`config.mk`:
```
export PLATFORM = sky130hd
export DESIGN_NAME = mem_bridge
export DESIGN_NICKNAME = d
export VERILOG_FILES = /design/src/rtl/mem_bridge.sv
export SDC_FILE = /design/constraint.sdc
export NUM_CORES = 1
export LEC_CHECK = 0
export BUFFER_PORTS_ARGS = -buffer_cell sky130_fd_sc_hd__buf_2
export CORE_AREA = 2 2 66 68
export CTS_CLUSTER_DIAMETER = 200
export DETAILED_ROUTE_END_ITERATION = 7
export DIE_AREA = 0 0 68 70
export PLACE_DENSITY_LB_ADDON = 0.25
export SLEW_MARGIN = 20
export SYNTH_ARGS = -nofsm -noshare
export SYNTH_HDL_FRONTEND = slang
export SYNTH_SLANG_ARGS = --single-unit
```
`constraint.sdc`:
```
create_clock -name clk -period 1.9 [get_ports clk]
set_clock_uncertainty 0.2 [all_clocks]
set_input_delay 0.285 -clock clk [delete_from_list [all_inputs] [get_ports clk]]
set_output_delay 0.285 -clock clk [all_outputs]
set_load 0.005 [all_outputs]
```
`src/rtl/mem_bridge.sv`:
```
`default_nettype none
// ============================================================================
//  Module      : mem_bridge
//  Description : JAM-1 memory bridge. Runs one byte access on the external
//                memory port with a req/ack handshake, holds the pipeline
//                with busy, aborts on a wait-state timeout and presents
//                captured read data for assertion onto the main bus.
//  Revision    : 1.0 - initial release
// ============================================================================
module mem_bridge #(
    parameter int ADDR_W  = 16,
    parameter int DATA_W  = 8,
    parameter int TIMEOUT = 15
) (
    input  logic              clk,
    input  logic              reset_in,
    input  logic              MemBridge_Load,
    input  logic              MemBridge_Direction,
    input  logic              MemBridge_Assert,
    input  logic [ADDR_W-1:0] addr_in,
    input  logic [DATA_W-1:0] mainbus_in,
    output logic [DATA_W-1:0] mainbus_out,
    output logic              mainbus_oe,
    output logic              mem_req,
    output logic              mem_we,
    output logic [ADDR_W-1:0] mem_addr,
    output logic [DATA_W-1:0] mem_wdata,
    input  logic [DATA_W-1:0] mem_rdata,
    input  logic              mem_ack,
    output logic              busy,
    output logic              timeout_err
);

    // Wait counter is wide enough to hold TIMEOUT; at least one bit so a
    // disabled timeout (TIMEOUT = 0) still yields a legal vector.
    localparam int CNT_W = (TIMEOUT < 1) ? 1 : $clog2(TIMEOUT + 1);

    localparam logic [0:0]       c_IDLE       = 1'b0;
    localparam logic [0:0]       c_ACCESS     = 1'b1;
    localparam logic [CNT_W-1:0] c_CNT_MAX    = {CNT_W{1'b1}};
    localparam logic [CNT_W-1:0] c_CNT_LIMIT  = CNT_W'(TIMEOUT);
    localparam logic             c_TIMEOUT_EN = (TIMEOUT != 0);

    logic [0:0]        r_state;
    logic [0:0]        w_state_next;
    logic [CNT_W-1:0]  r_wait_cnt;
    logic [CNT_W-1:0]  w_wait_cnt_inc;
    logic              w_start;
    logic              w_done;
    logic              w_abort;
    logic [ADDR_W-1:0] r_addr;
    logic [DATA_W-1:0] r_wdata;
    logic              r_we;
    logic [DATA_W-1:0] r_rdata;
    logic              r_timeout_err;

    // Counter value after this cycle's wait; saturates instead of wrapping.
    assign w_wait_cnt_inc = (r_wait_cnt == c_CNT_MAX) ? r_wait_cnt
                                                      : r_wait_cnt + CNT_W'(1);

    // The counter starts at 0 in the first request cycle, so the incremented
    // value reaching TIMEOUT marks the TIMEOUT-th request cycle. An ack in
    // that same cycle takes priority over the abort.
    assign w_start = (r_state == c_IDLE) && MemBridge_Load;
    assign w_done  = (r_state == c_ACCESS) && mem_ack;
    assign w_abort = c_TIMEOUT_EN && (r_state == c_ACCESS) && !mem_ack &&
                     (w_wait_cnt_inc == c_CNT_LIMIT);

    // State register.
    always_ff @(posedge clk) begin
        if (reset_in) begin
            r_state <= c_IDLE;
        end else begin
            r_state <= w_state_next;
        end
    end

    // Next-state logic: start from IDLE, leave ACCESS on ack or abort.
    always_comb begin
        w_state_next = r_state;
        case (r_state)
            c_IDLE:   if (w_start) w_state_next = c_ACCESS;
            c_ACCESS: if (w_done || w_abort) w_state_next = c_IDLE;
            default:  w_state_next = c_IDLE;
        endcase
    end

    // Access fields, wait counter, read-data capture and error pulse.
    always_ff @(posedge clk) begin
        if (reset_in) begin
            r_addr        <= '0;
            r_wdata       <= '0;
            r_we          <= 1'b0;
            r_rdata       <= '0;
            r_wait_cnt    <= '0;
            r_timeout_err <= 1'b0;
        end else begin
            r_timeout_err <= w_abort;
            if (w_start) begin
                r_addr     <= addr_in;
                r_wdata    <= mainbus_in;
                r_we       <= MemBridge_Direction;
                r_wait_cnt <= '0;
            end else if (r_state == c_ACCESS && !mem_ack) begin
                r_wait_cnt <= w_wait_cnt_inc;
            end
            if (w_done && !r_we) begin
                r_rdata <= mem_rdata;
            end else if (w_abort && !r_we) begin
                r_rdata <= '1;
            end
        end
    end

    assign mem_req     = (r_state == c_ACCESS);
    assign busy        = (r_state == c_ACCESS);
    assign mem_we      = r_we;
    assign mem_addr    = r_addr;
    assign mem_wdata   = r_wdata;
    assign mainbus_out = r_rdata;
    assign timeout_err = r_timeout_err;
    assign mainbus_oe  = MemBridge_Assert;

endmodule
`default_nettype wire

```
# Word-level counts from Yosys, hierarchy flattened
# Cells that the tools add are included.
# totals
latch_bits,0
romBits,0
memories,0
out_inout_bits,37
input_bits,38
register_bits,39
wordCells,28
ram_bits,0
# op_classes
bitwise_logic,1
n_reduce_logical,11
n_addsub,1
order_cmp,0
mux,6
n_eq_ne,2
n_shift,0
n_div,0
mul,0
# ops
operator,n
8-bit 2-to-1 mux,2
4-bit equality test (second input constant),2
1-bit logical AND,6
4-bit by 1-bit adder with 4-bit output (second input constant),1
4-bit 2-to-1 mux,1
1-bit zero test,2
1-bit 2-to-1 mux,2
1-bit one-hot mux with 2 select lines,1
2-bit nonzero test,1
2-bit OR reduction,1
1-bit logical OR,1
1-bit NOT,1

# Longest topological paths before layout
# Gate-level depths: netlist of the first run.
# depth
ltp_word,7
mapped_depth,5
depth_no_buf,4

# Worst setup path before layout of the first run
# Ideal clock, no wire load.
# synth_path
path_kind,register -> register
startpoint,reg r_wait_cnt[0]
endpoint,reg r_rdata[0] (netlist: mainbus_out[0])
path_stages_with_launch,5
path_buffers,0
t_required_ns,1.555
synth_period_minus_slack_ns,1.886
slack_ns,0.014
arrival_ns,1.541
setup_ns,0.145
path_cell_list,dfxtp_1 ha_1 nor4bb_4 o311ai_4 a211oi_2
# synth_between
elab_chain_len,6
elab_cells_between_ends,7
classes_between,1 x add/sub; 2 x eq/ne; 1 x mux; 3 x reduce/logical
# synth_rtl
item,line,rtl
from (decl),46,logic [CNT_W-1:0] r_wait_cnt;
from (signal assigned),105,r_wait_cnt <= w_wait_cnt_inc;
4-bit by 1-bit adder with 4-bit output / 4-bit equality test (equally long branches),"59, 58",
4-bit 2-to-1 mux *,58,assign w_wait_cnt_inc = (r_wait_cnt == c_CNT_MAX) ? r_wait_cnt
4-bit equality test *,67,(w_wait_cnt_inc == c_CNT_LIMIT);
1-bit logical AND *,66,assign w_abort = c_TIMEOUT_EN && (r_state == c_ACCESS) && !mem_ack &&
1-bit logical AND *,109,end else if (w_abort && !r_we) begin
2-bit nonzero test (no line) *,n/a,
to (signal assigned),108,r_rdata <= mem_rdata;
to (decl),54,logic [DATA_W-1:0] r_rdata;
# Every way passes the cells marked *; elsewhere a longest branch is shown, timed or not.
# A chain may end at the register's enable or synchronous reset.

# Worst setup path in the final report of the first run
# layout_path
startpoint,reg r_wait_cnt[1]
endpoint,reg r_state (netlist: busy)
# layout_between
elab_chain_len,7
elab_cells_between_ends,8
classes_between,1 x add/sub; 2 x eq/ne; 3 x mux; 2 x reduce/logical
# layout_rtl
item,line,rtl
4-bit by 1-bit adder with 4-bit output / 4-bit equality test (equally long branches),"59, 58",
4-bit 2-to-1 mux *,58,
4-bit equality test *,67,
1-bit logical AND *,66,
1-bit logical OR *,83,c_ACCESS: if (w_done || w_abort) w_state_next = c_IDLE;
1-bit 2-to-1 mux *,83,
1-bit one-hot mux with 2 select lines *,81,case (r_state)
to (signal assigned),72,r_state <= c_IDLE;
to (signal assigned),74,r_state <= w_state_next;
to (decl),44,logic [0:0] r_state;
# Marks and branches as above.

==> results.tsv, run 1 <==
stage	metric	value	unit
critical_path	r2r.worst_path.cells	4	
job	drv_cap	0	
synth	synth.ff_latch_count	39	
sta	timing.max_slew.rel_slack	73.8	%
pwr	p_leak	0.962	nW
clocking	numCtsBuffers	5	
detailed_routing	residual_drc_count	0	
synth	postSynthNetCount	223	
clocking	clk-insertion-delay-late	0.28	ns
placed_design	numPlacedInstances	301	
hold_path	whs_endpoint	mem_we$_SDFFE_PP0P_	
cells_and_area	layout-area-overhead-vs-synth	32.3	%
critical_path	r2r_end	busy$_SDFF_PP0_	
sta	worst_pin_slew	0.392	ns
detailed_routing	routed_wire_length_per_instance	11.3	µm
floorplanning	core_area	4140	µm²
sta	finalCritPeriodShare	92.7	%
clocking	clock_sink_count	39	
floorplanning	start_util	38.4	%
placed_design	io_buffer_count	72	
cells_and_area	mostFrequentLayoutCells	sky130_fd_sc_hd__buf_2, sky130_fd_sc_hd__nand2_1, sky130_fd_sc_hd__dfxtp_1	
detailed_routing	route.vias.total	1456	
global_routing	track_usage	15.0	%
clocking	clk_pin_slew_worst_paths	0.07	ns
critical_path	cp-end-kind	register	
synth	post_synth_num_cell_types	24	
critical_path	reg2reg_slack	0.14	ns
sta	final-max-slew-violation-count	0	
clocking	cts_htree_levels	2	
cells_and_area	drive_above_1_share	39.9	%
clocking	cts-resized-gates	0	
critical_path	worst-endpoint-required	1.90	ns
floorplanning	io-pin-count	75	
clocking	tritoncts	yes	
clocking	max-clock-path-buffers	2	
global_routing	first_pass_grt_wire_length	5570	µm
critical_path	critical_path.startpoint_type	register	
global_routing	first_global_vias	1322	
clocking	post_cts_buffers	0	
clocking	clockRootBuffer	sky130_fd_sc_hd__clkbuf_8	
detailed_routing	drtIter0Drc	48	
critical_path	worstReg2RegStart	r_wait_cnt[1]$_SDFFE_PP0P_	
sta	period_minus_slack	1.76	ns
sta	clock.fmax	568	MHz
detailed_routing	totalWireLength	3500	µm
sta	fin_ws	0.139	ns
outcome	run_status	completed	
clocking	cts_hold_buf	0	
placed_design	detailed_place_hpwl	2540	µm
placed_design	gp_congestion	0.792	
synth	ys.warnings.count	0	
cells_and_area	final_net_count	297	
pwr	powerDensity	786	nW/µm²
detailed_routing	drt-pass1-iter-count	4	
sta	totalNegativeSetupSlack	0	ns
sta	rsz_0062_raised_after_global_routing	no	
hold_path	timing.hold.worst.start	MemBridge_Direction	
hold_path	hold-path-cell-count	3	
global_routing	grt_start_max_net_pins	26	
detailed_routing	vias_per_cell	4.70	
critical_path	worst_ep_arrival_time	1.76	ns
synth	post_synth_instance_area	1590	µm²
sta	timing_hold_violations_final	0	
cells_and_area	insertedDiodeCount	0	
critical_path	path_class	reg -> reg	
synth	yosysSeqAreaShare	49.1	%
cells_and_area	finish.cell_count_without_fillers	310	
floorplanning	rows	24	
detailed_routing	postRouteAntennaNets	0	
hold_path	worst_hold_path_type	in -> reg	
synth	syn-instance-count	184	
global_routing	overflow	0	
global_routing	antenna_found_initial	0	
cells_and_area	commonest_non_fill_non_tap_cell_in_the_layout	sky130_fd_sc_hd__buf_2	
floorplanning	die_area	4760	µm²
synth	syn_area_per_cell	8.64	µm²
critical_path	critPathMaxFanout	7	
pwr	vdd_drop_max	0.000418	V
floorplanning	chipHeight	70	µm
floorplanning	die_w	68	µm
sta	setup_viol_count_final	0	
placed_design	dp_slack	0.0271	ns
==> critical path, stage by stage, from the launching register on <==
cell and delay, ns:
sky130_fd_sc_hd__dfxtp_1 0.33, sky130_fd_sc_hd__ha_1 0.28, sky130_fd_sc_hd__and4_2 0.29, sky130_fd_sc_hd__or3_1 0.35, sky130_fd_sc_hd__a311oi_2 0.24
==> Yosys cell counts <==
master / n / area (µm²)
sky130_fd_sc_hd__nor4bb_4: 2 / 50.1
sky130_fd_sc_hd__and4_2: 1 / 10.0
sky130_fd_sc_hd__a211oi_2: 8 / 100
sky130_fd_sc_hd__a311oi_2: 1 / 15.0
sky130_fd_sc_hd__buf_2: 4 / 20.0
sky130_fd_sc_hd__o311ai_4: 1 / 26.3
sky130_fd_sc_hd__ha_1: 1 / 12.5
sky130_fd_sc_hd__nor3_1: 3 / 15.0
sky130_fd_sc_hd__o21ai_0: 2 / 10.0
sky130_fd_sc_hd__and3b_1: 1 / 8.76
sky130_fd_sc_hd__nor2_1: 18 / 67.6
sky130_fd_sc_hd__clkbuf_1: 6 / 22.5
sky130_fd_sc_hd__buf_4: 2 / 15.0
sky130_fd_sc_hd__nand2_1: 51 / 191
sky130_fd_sc_hd__nand2b_1: 3 / 18.8
sky130_fd_sc_hd__and3_1: 2 / 12.5
sky130_fd_sc_hd__and4b_2: 1 / 11.3
sky130_fd_sc_hd__nand3b_1: 2 / 15.0
sky130_fd_sc_hd__nor2b_1: 3 / 18.8
sky130_fd_sc_hd__dfxtp_1: 39 / 781
sky130_fd_sc_hd__a21oi_1: 29 / 145
sky130_fd_sc_hd__and3_2: 1 / 7.51
sky130_fd_sc_hd__or3_1: 2 / 12.5
sky130_fd_sc_hd__buf_1: 1 / 3.75
==> area by class of cell <==
class                      count  area [µm²]
fill                         418        2040
sequential                    39         781
multi-input combinational    132         751
timing repair buffer          80         420
clock buffer                   6        82.6
tap                           52        65.1
clock inverter                 1        5.00
==> where the power goes <==
| group | leakage (nW) | switching, W | internal, W |
|---|---|---|---|
| Combinational | 0.595 | 0.000113 | 0.000105 |
| Sequential | 0.319 | 0.0000227 | 0.000861 |
| Clock | 0.0470 | 0.000267 | 0.000285 |
==> metal layers <==
metal  global-route usage (%)  share of wire, %
met2                     24.8                47
met1                     18.0                44
met3                     5.48               8.0
met5                        0                 0
met4                     4.00               1.1
==> through the flow <==
stage / hold slack [ns] / power [W] / instance area, µm² / util (%)
4_1_cts: 0.0232 / 0.00168 / 2090 / 50.4
2_1_floorplan: 0.221 / 0.00102 / 1590 / -
6_report: 0.0340 / 0.00165 / 2100 / 50.8
3_5_place_dp: 0.244 / 0.00113 / 2000 / 48.3
3_3_place_gp: 0.240 / 0.00112 / 2000 / 48.3
5_1_grt: 0.0327 / 0.00173 / 2100 / 50.8
==> logic make-up (layout without fill, tap and decap cells) <==
family                     count (synthesis)  count (layout)  share of synthesized area [%]
and+or+nand+nor                           90              90                           27.6
AOI/OAI and AO/OA                         41              41                           18.6
DFF                                       39              39                           49.1
buffers and inverters                     13              87                           3.85
adders and majority gates                  1               1                          0.787
==> flip-flops by register name, indices dropped and copies added (netlist names) <==
register	count
busy	1
mainbus_out	8
mem_addr	16
mem_wdata	8
mem_we	1
r_wait_cnt	4
timeout_err	1
==> how the worst max path moves through the flow <==
stage / from / end / slack, ns / depth (start not counted)
after floorplan: r_wait_cnt[0]$_SDFFE_PP0P_ / mainbus_out[0]$_SDFFE_PP0P_ / 0.01 / 4
after global placement: r_wait_cnt[0]$_SDFFE_PP0P_ / mainbus_out[4]$_SDFFE_PP0P_ / 0.06 / 4
after detailed placement: r_wait_cnt[0]$_SDFFE_PP0P_ / mainbus_out[3]$_SDFFE_PP0P_ / 0.03 / 4
after CTS: r_wait_cnt[0]$_SDFFE_PP0P_ / mainbus_out[3]$_SDFFE_PP0P_ / 0.02 / 4
after global routing: r_wait_cnt[1]$_SDFFE_PP0P_ / mainbus_out[7]$_SDFFE_PP0P_ / 0.04 / 5
final: r_wait_cnt[1]$_SDFFE_PP0P_ / busy$_SDFF_PP0_ / 0.14 / 4
Note: power is estimated with default switching activity, not from simulation.
==> inputs of run 2 (changes only) <==
--- a/config.mk
+++ b/config.mk
@@ -10,7 +10,8 @@
 export CTS_CLUSTER_DIAMETER = 200
 export DETAILED_ROUTE_END_ITERATION = 7
 export DIE_AREA = 0 0 68 70
-export PLACE_DENSITY_LB_ADDON = 0.25
+export MAX_ROUTING_LAYER = met4
+export PLACE_DENSITY = 0.76
 export SLEW_MARGIN = 20
 export SYNTH_ARGS = -nofsm -noshare
 export SYNTH_HDL_FRONTEND = slang
==> run 2 against run 1 <==
Final area up 0.24%. Global-route usage up 0.17 points. Register-to-register slack worse by 0.03 ns. First-iteration DRC count up 120%. Wire length down 0.54%. Core utilization up 0.12 points. Hold slack better by 0.0079 ns. Setup slack worse by 0.032 ns. Flip-flop and latch count unchanged. Critical path depth up 1. Power down 0.73%. Critical path type unchanged. Critical endpoint is now mainbus_out[7]$_SDFFE_PP0P_.
==> results.tsv, run 2 (synthesis gave the netlist of run 1 again) <==
stage	metric	value	unit	change
global_routing	first_pass_grt_wire_length	5550	µm	was 5570 µm
floorplanning	io-pin-count	75		unchanged
global_routing	first_global_vias	1285		was 1322
sta	fin_ws	0.107	ns	was 0.139 ns
floorplanning	rows	24		unchanged
detailed_routing	wl_met3	232	µm	was 281 µm
detailed_routing	drt-met1-wl	1540	µm	was 1550 µm
detailed_routing	met2RoutedLength	1700	µm	was 1630 µm
hold_path	worst_hold_path_type	in -> reg		unchanged
pwr	vdd_drop_max	0.000385	V	was 0.000418 V
cells_and_area	multi_input_area	751	µm²	unchanged
job	drv_cap	0		unchanged
critical_path	worstReg2RegStart	r_wait_cnt[0]$_SDFFE_PP0P_		was r_wait_cnt[1]$_SDFFE_PP0P_
global_routing	grt_start_max_net_pins	26		unchanged
critical_path	cp-end-kind	register		unchanged
clocking	clockRootBuffer	sky130_fd_sc_hd__clkbuf_8		unchanged
global_routing	overflow	0		unchanged
cells_and_area	final_net_count	296		was 297
floorplanning	die_area	4760	µm²	unchanged
detailed_routing	route.vias.total	1465		was 1456
clocking	cts_htree_levels	2		unchanged
critical_path	reg2reg_slack	0.11	ns	was 0.14 ns
sta	timing_hold_violations_final	0		unchanged
placed_design	numPlacedInstances	301		unchanged
sta	worst_pin_slew	0.370	ns	was 0.392 ns
pwr	powerDensity	778	nW/µm²	was 786 nW/µm²
hold_path	hold-path-cell-count	3		unchanged
critical_path	timing.critical_path.buf_inv	1		was 0
cells_and_area	drive_above_1_share	39.7	%	was 39.9%
floorplanning	chipHeight	70	µm	unchanged
floorplanning	core_area	4140	µm²	unchanged
sta	timing.max_slew.rel_slack	75.3	%	was 73.8%
clocking	clk_pin_slew_worst_paths	0.07	ns	about the same
cells_and_area	seqCellArea	781	µm²	unchanged
clocking	clock_sink_count	39		unchanged
critical_path	critical_path.startpoint_type	register		unchanged
sta	setup_viol_count_final	0		unchanged
detailed_routing	drtIter0Drc	106		was 48
placed_design	detailed_place_hpwl	2560	µm	was 2540 µm
critical_path	r2r.worst_path.cells	5		was 4
critical_path	worst_ep_arrival_time	1.76	ns	about the same
detailed_routing	postRouteAntennaNets	0		unchanged
cells_and_area	insertedDiodeCount	0		unchanged
detailed_routing	totalWireLength	3480	µm	was 3500 µm
critical_path	path_class	reg -> reg		unchanged
detailed_routing	drt-pass1-iter-count	4		unchanged
cells_and_area	number_of_flip_flops_in_the_largest_register	16		unchanged
hold_path	whs_endpoint	mem_addr[0]$_SDFFE_PP0P_		was mem_we$_SDFFE_PP0P_
sta	clock.fmax	558	MHz	was 568 MHz
hold_path	timing.hold.worst.start	addr_in[0]		was MemBridge_Direction
global_routing	antenna_found_initial	0		unchanged
cells_and_area	mostFrequentLayoutCells	sky130_fd_sc_hd__buf_2, sky130_fd_sc_hd__nand2_1, sky130_fd_sc_hd__dfxtp_1		unchanged
detailed_routing	vias_per_cell	4.74		was 4.70
critical_path	critPathSlowestCell	sky130_fd_sc_hd__o311ai_4		was sky130_fd_sc_hd__or3_1
cells_and_area	commonest_non_fill_non_tap_cell_in_the_layout	sky130_fd_sc_hd__buf_2		unchanged
floorplanning	start_util	38.4	%	unchanged
cells_and_area	finish.cell_count_without_fillers	309		was 310
placed_design	dp_slack	0.0290	ns	was 0.0271 ns
clocking	clk-insertion-delay-late	0.28	ns	about the same
detailed_routing	residual_drc_count	0		unchanged
placed_design	io_buffer_count	72		unchanged
cells_and_area	fillerInstances	429		was 418
pwr	p_leak	0.964	nW	was 0.962 nW
sta	finalCritPeriodShare	94.4	%	was 92.7%
clocking	numCtsBuffers	5		unchanged
critical_path	critical_path_cell_count	5		was 4
global_routing	track_usage	15.2	%	was 15.0%
outcome	run_status	completed		unchanged
critical_path	cell_by_cell_listing_of_the_critical_path	ha_1 -> and4_2 -> o311ai_4 -> buf_12 -> a211oi_2		was ha_1 -> and4_2 -> or3_1 -> a311oi_2
critical_path	critPathMaxFanout	7		unchanged
floorplanning	die_w	68	µm	unchanged
detailed_routing	highest_layer	met4		unchanged
sta	period_minus_slack	1.79	ns	was 1.76 ns
critical_path	worst_path_largest_cell_delay	0.35	ns	about the same
clocking	cts_hold_buf	0		unchanged
clocking	tritoncts	yes		unchanged
pwr	finalPower	0.00164	W	was 0.00165 W
detailed_routing	routed_wire_length_per_instance	11.3	µm	about the same
critical_path	worst-endpoint-required	1.87	ns	was 1.90 ns
clocking	max-clock-path-buffers	2		unchanged
placed_design	gp_congestion	0.761		was 0.792
cells_and_area	layout-area-overhead-vs-synth	32.7	%	was 32.3%
sta	final-max-slew-violation-count	0		unchanged
critical_path	cell_type_group_with_the_largest_total_delay_on_the_critical_path	compound AO/OA/AOI/OAI gates		was simple AND/OR/NAND/NOR gates
critical_path	r2r_end	mainbus_out[7]$_SDFFE_PP0P_		was busy$_SDFF_PP0_
-- run 2: cell types whose count changed in the layout (fill, tap and decap cells not counted) --
cell                     before  now
sky130_fd_sc_hd__buf_4        8    6
sky130_fd_sc_hd__buf_12       0    1
-- run 2: worst max path at each step --
stage | end | from | slack (ns)
after floorplan | mainbus_out[0]$_SDFFE_PP0P_ | r_wait_cnt[0]$_SDFFE_PP0P_ | 0.01
after global placement | mainbus_out[2]$_SDFFE_PP0P_ | r_wait_cnt[0]$_SDFFE_PP0P_ | 0.08
after CTS | mainbus_out[7]$_SDFFE_PP0P_ | r_wait_cnt[0]$_SDFFE_PP0P_ | 0.02
after detailed placement | mainbus_out[7]$_SDFFE_PP0P_ | r_wait_cnt[0]$_SDFFE_PP0P_ | 0.03
final | mainbus_out[7]$_SDFFE_PP0P_ | r_wait_cnt[0]$_SDFFE_PP0P_ | 0.11
after global routing | mainbus_out[7]$_SDFFE_PP0P_ | r_wait_cnt[1]$_SDFFE_PP0P_ | -0.003
-- run 2: final cells by class --
type / instances / share of cell area, %
clock buffer: 6 / 3.91
clock inverter: 1 / 0.237
multi-input combinational: 132 / 35.6
sequential: 39 / 37.0
tap: 52 / 3.08
timing repair buffer: 79 / 20.2
-- run 2: worst register-to-register path, delay by kind of cell, from the launching register on --
kind / cells / cell delay, ns
adder cells (fa/ha/maj): 1 / 0.29
flip-flops: 1 / 0.33
buffers and inverters: 1 / 0.17
AO/OA/AOI/OAI: 2 / 0.41
AND/OR/NAND/NOR: 1 / 0.29
-- run 2: power by group --
part / internal, W / switching [W] / total [W]
Combinational: 0.000105 / 0.000113 / 0.000218
Sequential: 0.000861 / 0.0000231 / 0.000884
Clock: 0.000284 / 0.000255 / 0.000539
-- run 2: per-stage QoR --
stage               utilization [%]  TNS [ns]  hold slack (ns)  instance area [µm²]
floorplan                         -         0            0.221                 1590
global placement               48.3         0            0.238                 2000
detailed placement             48.3         0            0.246                 2000
CTS                            50.4         0           0.0317                 2090
global route                   50.9  -0.00258           0.0351                 2110
finish                         50.9         0           0.0419                 2110
-- run 2: what timing repair did --
item	CTS	global route
setup buffers	0	1
gates resized for setup	0	0
hold endpoints to repair	0	0
endpoints found under the setup margin	0	8
-- run 2: routing by layer --
layer  vias up  global-route usage [%]
met5         -                       -
met4         0                    4.00
met3         2                    3.86
met2        47                    24.6
met1       657                    18.5
li1        759                       -
==> inputs of run 3 (changes only) <==
--- a/config.mk
+++ b/config.mk
@@ -6,12 +6,13 @@
 export NUM_CORES = 1
 export LEC_CHECK = 0
 export BUFFER_PORTS_ARGS = -buffer_cell sky130_fd_sc_hd__buf_2
-export CORE_AREA = 2 2 66 68
+export CORE_AREA = 2 2 64 66
+export CTS_BUF_LIST = sky130_fd_sc_hd__clkbuf_2 sky130_fd_sc_hd__clkbuf_4 sky130_fd_sc_hd__clkbuf_8
 export CTS_CLUSTER_DIAMETER = 200
 export DETAILED_ROUTE_END_ITERATION = 7
-export DIE_AREA = 0 0 68 70
+export DIE_AREA = 0 0 66 68
 export MAX_ROUTING_LAYER = met4
-export PLACE_DENSITY = 0.76
+export PLACE_DENSITY = 0.8
 export SLEW_MARGIN = 20
 export SYNTH_ARGS = -nofsm -noshare
 export SYNTH_HDL_FRONTEND = slang
==> run 3 against run 2 <==
Sequential power hardly changed. Wire length is 1.9% higher. Sequential share of layout area is 0.066 points lower. Setup slack worse by 0.035 ns. Largest power group unchanged.
==> results.tsv, run 3 (synthesis gave the netlist of run 1 again) <==
stage	metric	value	unit	change
sta	finalCritPeriodShare	96.2	%	was 94.4%
floorplanning	start_util	41.2	%	was 38.4%
pwr	p_leak	0.961	nW	was 0.964 nW
critical_path	critPathMaxFanout	7		unchanged
floorplanning	rows	23		was 24
cells_and_area	mostFrequentLayoutCells	sky130_fd_sc_hd__buf_2, sky130_fd_sc_hd__nand2_1, sky130_fd_sc_hd__dfxtp_1		unchanged
critical_path	worstReg2RegStart	r_wait_cnt[1]$_SDFFE_PP0P_		was r_wait_cnt[0]$_SDFFE_PP0P_
detailed_routing	drtIter0Drc	95		was 106
critical_path	r2r_end	mainbus_out[6]$_SDFFE_PP0P_		was mainbus_out[7]$_SDFFE_PP0P_
critical_path	cp-end-kind	register		unchanged
floorplanning	chipHeight	68	µm	was 70 µm
global_routing	first_global_vias	1231		was 1285
outcome	run_status	completed		unchanged
clocking	clk_pin_slew_worst_paths	0.08	ns	was 0.07 ns
clocking	clock_sink_count	39		unchanged
global_routing	antenna_found_initial	0		unchanged
critical_path	critical_path.startpoint_type	register		unchanged
detailed_routing	drt-pass1-iter-count	4		unchanged
cells_and_area	commonest_non_fill_non_tap_cell_in_the_layout	sky130_fd_sc_hd__buf_2		unchanged
placed_design	io_buffer_count	72		unchanged
detailed_routing	postRouteAntennaNets	0		unchanged
critical_path	r2r.worst_path.cells	5		unchanged
critical_path	worst-endpoint-required	1.90	ns	was 1.87 ns
clocking	tritoncts	yes		unchanged
placed_design	dp_slack	0.0334	ns	was 0.0290 ns
sta	fin_ws	0.0717	ns	was 0.107 ns
sta	totalNegativeSetupSlack	0	ns	unchanged
sta	rsz_0062_raised_after_global_routing	no		
placed_design	gp_congestion	0.825		was 0.761
clocking	numCtsBuffers	5		unchanged
pwr	finalPower	0.00165	W	was 0.00164 W
floorplanning	die_area	4490	µm²	was 4760 µm²
detailed_routing	totalWireLength	3550	µm	was 3480 µm
cells_and_area	drive_above_1_share	39.7	%	unchanged
hold_path	worst_hold_path_type	in -> reg		unchanged
sta	timing.hold.ws	0.0315	ns	was 0.0419 ns
global_routing	first_pass_grt_wire_length	5240	µm	was 5550 µm
pwr	vdd_drop_max	0.000441	V	was 0.000385 V
sta	final-max-slew-violation-count	0		unchanged
global_routing	globalRouteMet3Util	4.77	%	was 3.86%
sta	clock.fmax	547	MHz	was 558 MHz
clocking	clockRootBuffer	sky130_fd_sc_hd__clkbuf_8		unchanged
critical_path	crit_end	mainbus_out[6]$_SDFFE_PP0P_		was mainbus_out[7]$_SDFFE_PP0P_
cells_and_area	insertedDiodeCount	0		unchanged
detailed_routing	residual_drc_count	0		unchanged
sta	setup_viol_count_final	0		unchanged
detailed_routing	route.vias.total	1443		was 1465
floorplanning	die_w	66	µm	was 68 µm
global_routing	grt.met1_usage	17.0	%	was 18.5%
sta	timing_hold_violations_final	0		unchanged
cells_and_area	fillerInstances	367		was 429
clocking	clk-insertion-delay-late	0.28	ns	about the same
job	drv_cap	0		unchanged
sta	worst_pin_slew	0.420	ns	was 0.370 ns
sta	period_minus_slack	1.83	ns	was 1.79 ns
detailed_routing	vias_per_cell	4.70		was 4.74
cells_and_area	final_net_count	295		was 296
floorplanning	core_area	3860	µm²	was 4140 µm²
critical_path	reg2reg_slack	0.07	ns	was 0.11 ns
global_routing	global_route.usage.met2	26.5	%	was 24.6%
detailed_routing	routed_wire_length_per_instance	11.6	µm	was 11.3 µm
hold_path	timing.hold.worst.start	addr_in[11]		was addr_in[0]
clocking	max-clock-path-buffers	2		unchanged
cells_and_area	layout-area-overhead-vs-synth	32.9	%	was 32.7%
critical_path	worstSetupStartpoint	r_wait_cnt[1]$_SDFFE_PP0P_		was r_wait_cnt[0]$_SDFFE_PP0P_
critical_path	worst_ep_arrival_time	1.83	ns	was 1.76 ns
cells_and_area	number_of_flip_flops_in_the_largest_register	16		unchanged
global_routing	track_usage	15.6	%	was 15.2%
global_routing	grt.busiest_layer	met2		unchanged
clocking	cts_htree_levels	2		unchanged
global_routing	overflow	0		unchanged
global_routing	grt_start_max_net_pins	20		was 26
sta	timing.max_slew.rel_slack	71.9	%	was 75.3%
critical_path	path_class	reg -> reg		unchanged
placed_design	detailed_place_hpwl	2590	µm	was 2560 µm
cells_and_area	finalCoreUtilization	54.8	%	was 50.9%
floorplanning	io-pin-count	75		unchanged
pwr	powerDensity	782	nW/µm²	was 778 nW/µm²
run 3: cell types whose count changed in the layout (fill, tap and decap cells not counted):
cell and change:
sky130_fd_sc_hd__buf_4 -2, sky130_fd_sc_hd__clkinvlp_4 +1, sky130_fd_sc_hd__buf_12 +1, sky130_fd_sc_hd__clkbuf_8 -1, sky130_fd_sc_hd__clkbuf_4 +1
run 3: per-layer routing:
layer / wire length (µm) / part of all wire, %
met1: 1500 / 42
met3: 223 / 6.3
met4: 41 / 1.2
met5: 0 / 0
met2: 1790 / 50
run 3: cell type report:
cell class                      instances  area [µm²]  share of cell area [%]
Clock buffer                            6        76.3                    3.61
Sequential cell                        39         781                    36.9
Tap cell                               50        62.6                    2.96
Clock inverter                          2        12.5                   0.592
Timing Repair Buffer                   78         430                    20.4
Multi-Input combinational cell        132         751                    35.5
run 3: what timing repair did:
item                                    4_1_cts  5_1_grt
resized for setup                             0        0
setup buffers                                 0        1
endpoints found under the setup margin        0        8
hold buffers                                  0        0
run 3: report_power, final:
part	total (W)	leakage (nW)	switching [W]	internal (W)
clock network	0.000546	0.0446	0.000275	0.000271
registers	0.000884	0.319	0.0000228	0.000861
logic	0.000223	0.597	0.000115	0.000108
run 3: how the worst min path moves through the flow:
stage | to | depth (start not counted)
floorplan | mem_addr[0]$_SDFFE_PP0P_ | 2
global placement | mem_addr[7]$_SDFFE_PP0P_ | 2
detailed placement | mem_wdata[4]$_SDFFE_PP0P_ | 2
CTS | mem_addr[13]$_SDFFE_PP0P_ | 3
global route | mem_wdata[6]$_SDFFE_PP0P_ | 3
finish | mem_addr[11]$_SDFFE_PP0P_ | 3
run 3: stage by stage:
step,std cells,instance area (µm²)
2_1_floorplan,184,1590
3_3_place_gp,298,2000
3_5_place_dp,298,2000
4_1_cts,306,2090
5_1_grt,307,2110
6_report,307,2110
run 3: worst max-delay path, stage by stage (launching register included):
cell,delay [ns]
sky130_fd_sc_hd__dfxtp_1,0.33
sky130_fd_sc_hd__ha_1,0.32
sky130_fd_sc_hd__nor4bb_4,0.37
sky130_fd_sc_hd__o311ai_4,0.16
sky130_fd_sc_hd__buf_12,0.18
sky130_fd_sc_hd__a211oi_2,0.18
